$ cat config.mk
export PLATFORM = sky130hd
export DESIGN_NAME = freq_gen
export DESIGN_NICKNAME = d
export VERILOG_FILES = /design/src/rtl/freq_gen.sv
export SDC_FILE = /design/constraint.sdc
export NUM_CORES = 1
export LEC_CHECK = 0
export BUFFER_PORTS_ARGS = -buffer_cell sky130_fd_sc_hd__buf_2
export CORE_ASPECT_RATIO = 2
export CORE_MARGIN = 5
export CORE_UTILIZATION = 50
export CTS_BUF_LIST = sky130_fd_sc_hd__clkbuf_4
export CTS_CLUSTER_SIZE = 14
export DETAILED_ROUTE_END_ITERATION = 10
export GPL_TIMING_DRIVEN = 0
export MAX_ROUTING_LAYER = met4
export PLACE_DENSITY = 0.77
export SLEW_MARGIN = 20
export SYNTH_ARGS = -nofsm -noshare
export SYNTH_HDL_FRONTEND = slang
export SYNTH_SLANG_ARGS = --single-unit
$ cat constraint.sdc
create_clock -name clk -period 5.6 [get_ports clk]
set_input_delay 0.84 -clock clk [delete_from_list [all_inputs] [get_ports clk]]
set_output_delay 0.84 -clock clk [all_outputs]
set_load 0.005 [all_outputs]
$ cat src/rtl/freq_gen.sv
// freq_gen: programmable pulse-train generator, F rising edges per WINDOW-cycle gate
module freq_gen #(
    parameter int WINDOW = 250,
    parameter int FW     = 6
) (
    input  logic          clk,
    input  logic          reset,
    input  logic          en,
    input  logic [FW-1:0] freq_in,
    output logic          wave,
    output logic          tick,
    output logic          win_start,
    output logic [FW-1:0] edge_cnt,
    output logic [FW-1:0] last_cnt,
    output logic          done
);
    localparam int CW = $clog2(WINDOW);
    localparam int AW = $clog2(WINDOW + 127);
    typedef enum logic {IDLE, RUN} state_t;
    state_t        r_state, w_next;
    logic [CW-1:0] r_win_cnt;
    logic [AW-1:0] r_acc, w_sum;
    logic [FW-1:0] r_freq, r_edge, r_last;
    logic          r_wave, r_tick, r_ws, r_done;
    logic          w_ovf, w_rise, w_last;
    // next state plus phase accumulator arithmetic; one overflow at most per cycle
    always_comb begin
        w_next = en ? RUN : IDLE;
        w_sum  = r_acc + AW'({r_freq, 1'b0});
        w_ovf  = w_sum >= AW'(WINDOW);
        w_rise = w_ovf && !r_wave;
        w_last = r_win_cnt == CW'(WINDOW - 1);
    end
    // state register; reset dominates en
    always_ff @(posedge clk) begin
        if (reset) r_state <= IDLE;
        else       r_state <= w_next;
    end
    // datapath: window counter, accumulator, wave and edge bookkeeping
    always_ff @(posedge clk) begin
        if (reset || !en) begin
            r_win_cnt <= '0;
            r_acc     <= '0;
            r_wave    <= 1'b0;
            r_tick    <= 1'b0;
            r_edge    <= '0;
            r_ws      <= 1'b0;
            r_done    <= 1'b0;
            if (reset) begin
                r_last <= '0;
                r_freq <= '0;
            end
        end else if (r_state == IDLE) begin
            r_freq    <= freq_in;
            r_win_cnt <= '0;
            r_acc     <= '0;
            r_wave    <= 1'b0;
            r_tick    <= 1'b0;
            r_edge    <= '0;
            r_ws      <= 1'b1;
            r_done    <= 1'b0;
        end else begin
            r_acc     <= w_ovf ? w_sum - AW'(WINDOW) : w_sum;
            r_wave    <= r_wave ^ w_ovf;
            r_tick    <= w_rise;
            r_done    <= w_last;
            r_ws      <= w_last;
            r_win_cnt <= w_last ? '0 : r_win_cnt + CW'(1);
            r_edge    <= w_last ? '0 : r_edge + FW'(w_rise);
            if (w_last) begin
                r_last <= r_edge;
                r_freq <= freq_in;
            end
        end
    end
    assign wave      = r_wave;
    assign tick      = r_tick;
    assign win_start = r_ws;
    assign edge_cnt  = r_edge;
    assign last_cnt  = r_last;
    assign done      = r_done;
endmodule

==> results.cfg <==
[placed_design]
portBuffers = 24
routabilityCongestion = 0.881
dp.cells = 268
place_hpwl_mm = 3.25
placed_area_sq_um = 2170

[drt]
dr.pass1.iters = 4
drc = 0
drt-vias-per-instance = 5.38
avgRoutedWirePerCell_um = 14.5
drtAntennaViolNets = 0
vias = 1484
wl_mm = 4.00
drt_iter0_drc = 28

[synthesis]
avgSynthCellArea_sq_um = 10.3
synth_flop_cell = dfxtp_1
synth_edf_count = 12
synth.top_cell.area_share_pct = 27.2
syn-cell-area_sq_um = 1990
ys_ff_latch = 39
yosys.area.top_type = dfxtp_1
synth_nets = 216
ys_warn_count = 0
syn_inst = 193
seq_area_frac_synth_pct = 45.3
synth-async-reset-ratio_pct = 0
yosys-top-cells-area = dfxtp_1 27%, edfxtp_1 18%, ha_1 8.2%
yosysUniqueCellTypes = 48

[sta]
maxSlewHeadroom_pct = 57.9
slew_violations = 0
hold_viol = 0
setup_viol = 0
tns_ps = 0
tightestPinTransition_ps = 628
rsz0062_at_grt = false
timing.fmax_ghz = 0.284
min_period_ps = 3520
period_share_pct = 62.8
final.setup_skew_ps = 12.7

[setup_path]
slowest_delay_ps = 430
crit_chain = ha_1 -> fa_1 -> a211o_1 -> and3_2 -> nor2_1 -> nand3_1 -> o21a_1 -> inv_1 -> ha_1 -> ha_1 -> ha_1 -> nand3_1 -> xor2_1 -> nor2_1
worstSetupPathType = reg -> reg
crit_path_top_delay_cell = fa_1
worstPathArrival_ps = 3740
critPathCaptureType = flop
path_max_fanout = 7
crit_top_cell = ha_1
cp-start-kind = flop
cp.required_ps = 5820

[cts]
cts_buffers = 5
cts_setup_buffers = 0
cts_tree = done
ctsResizeCount = 0
clock_sinks = 39
cts.clk_slew.worst_paths_ps = 110
root_buffer = clkbuf_4
htree_levels = 2
hold_buffers = 0
clock_path_buffers = 2
clock_latency_ps = 340

[pwr]
power_frac_comb_pct = 7.9
p_clk_share_pct = 35.1
switching_share_pct = 22.9
switchingPower_uw = 120
pwr-share-seq_pct = 57.1
power_density_nw_per_um2 = 234
leakagePower_uw = 0.000940
ir_drop_mv = 0.240
internal_power_uw = 406

[finish]
multi_input_area_sq_um = 1040
fin_nets = 247
n_fill_cell = 375
syn_to_final_growth_pct = 13.1
drive_gt1_share_pct = 19.6
regArea_sq_um = 901
fin_area_sq_um = 2250
fin_util_pct = 58.5
fin_cells = 276
antenna-diode-count = 0

[global_routing]
grt_start_max_net_pins = 13
grt_pass1_vias = 1497
antenna_found_initial = 0
grt_pass1_wl_mm = 6.56
grt_usage_pct = 17.0
grt_overflow_total = 0

[floorplan]
pin_count = 25
die_y_um = 99.2
design.core.area_sq_um = 3840
initial_core_util_pct = 51.7
fp-row-count = 32
dieArea_sq_um = 5410
fp.dieW_um = 54.6

[run]
max-cap-violations = 0

[worst_hold_path]
hp-class = reg -> reg

[status]
status = finished, final reports clean
-- cells by family (layout without fill, tap and decap cells) --
group / count (synthesis) / after routing / synth area share, %
AOI/OAI and AO/OA: 26 / 26 / 11.7
xor gates and xnor gates: 12 / 12 / 5.29
adders and majority gates: 14 / 14 / 9.19
buffers and inverters: 12 / 44 / 2.27
DFF: 39 / 39 / 45.3
muxes: 4 / 4 / 2.02
and+or+nand+nor: 86 / 86 / 24.2
-- cell usage in the layout (no fill, tap or decap), types with 2 or more instances in the layout --
| cell | Yosys | final |
|---|---|---|
| nor2b_1 | 2 | 2 |
| nand3_1 | 8 | 8 |
| o21ai_0 | 3 | 3 |
| nand4_1 | 2 | 2 |
| xor2_1 | 6 | 6 |
| and2_1 | 14 | 14 |
| buf_2 | 0 | 24 |
| mux2i_1 | 4 | 4 |
| inv_1 | 9 | 9 |
| or3_1 | 2 | 2 |
| or2_2 | 3 | 3 |
| or2b_1 | 2 | 2 |
| clkbuf_4 | 0 | 5 |
| nor3b_1 | 2 | 2 |
| and3_1 | 6 | 6 |
| ha_1 | 13 | 13 |
| a31oi_1 | 3 | 3 |
| nand3b_1 | 2 | 2 |
| dfxtp_1 | 27 | 27 |
| xnor2_1 | 6 | 6 |
| nand2_1 | 15 | 15 |
| a21boi_0 | 3 | 3 |
| edfxtp_1 | 12 | 12 |
| clkbuf_1 | 3 | 3 |
| nor2_1 | 18 | 18 |
| a21oi_1 | 4 | 4 |
-- path summary, 6_finish.rpt --
path | start | end | slack (ps) | cells past startpoint
min | r_win_cnt[0]$_SDFF_PP0_ | r_win_cnt[0]$_SDFF_PP0_ | 490 | 1
max | r_freq[0]$_SDFFCE_PP0P_ | edge_cnt[4]$_SDFF_PP0_ | 2080 | 14
min reg2reg | r_win_cnt[0]$_SDFF_PP0_ | r_win_cnt[0]$_SDFF_PP0_ | 490 | 1
max reg2reg | r_freq[0]$_SDFFCE_PP0P_ | edge_cnt[4]$_SDFF_PP0_ | 2080 | 14
-- per-layer routing --
metal  global-route usage (%)  routed length [um]  vias up
li1                         -                   -      743
met1                     16.5                1410      699
met2                     29.8                2260       30
met3                     2.85                 109       12
met4                     9.60                 220        0
met5                        -                   0        -
-- synthesized netlist by cell type, types with 2 or more instances --
cell type and n:
and3_1 6, or2b_1 2, xnor2_1 6, a21boi_0 3, clkbuf_1 3, ha_1 13
nor2_1 18, or3_1 2, nor3b_1 2, and2_1 14, inv_1 9, mux2i_1 4
nand3_1 8, nand3b_1 2, nand2_1 15, nand4_1 2, a21oi_1 4, o21ai_0 3
dfxtp_1 27, or2_2 3, edfxtp_1 12, nor2b_1 2, a31oi_1 3, xor2_1 6
-- final cells by class --
class                   instances  share of cell area, %
multi-input cells             142                   46.3
repair buffers                 24                   5.35
inverters                       9                   1.50
clock inverters                 3                   1.73
clock buffers                   5                   1.67
plain buffers                   3                  0.501
well taps                      51                   2.84
flip-flops and latches         39                   40.1
-- critical path, delay by kind of cell (launching register included) --
family                   cells  cell delay (ps)
adder cells (fa/ha/maj)      5             1230
XOR/XNOR                     1              150
flip-flops                   1              390
buffers and inverters        1               70
AO/OA/AOI/OAI                2              580
AND/OR/NAND/NOR              5              980
-- power groups by stage --
stage / registers (uW) / clock network [uW] / logic, uW
2_1_floorplan: 306 / 0 / 28.2
3_3_place_gp: 307 / 0 / 40.6
3_5_place_dp: 307 / 0 / 41.6
4_1_cts: 301 / 189 / 41.7
5_1_grt: 301 / 202 / 46.0
6_report: 300 / 185 / 41.3
-- flip-flops by register name, indices dropped and copies added (netlist names) --
| register | cells |
|---|---|
| done | 1 |
| edge_cnt | 6 |
| last_cnt | 6 |
| r_acc | 8 |
| r_freq | 6 |
| r_state | 1 |
| r_win_cnt | 8 |
| tick | 1 |
| wave | 1 |
| win_start | 1 |
-- stage by stage --
stage,hold slack (ps),total power [uW],setup WS [ps]
global placement,450,347,2100
global route,528,549,1860
floorplan,434,335,2530
detailed placement,470,348,2110
CTS,498,532,2070
finish,491,526,2080
Note: power is estimated with default switching activity, not from simulation.
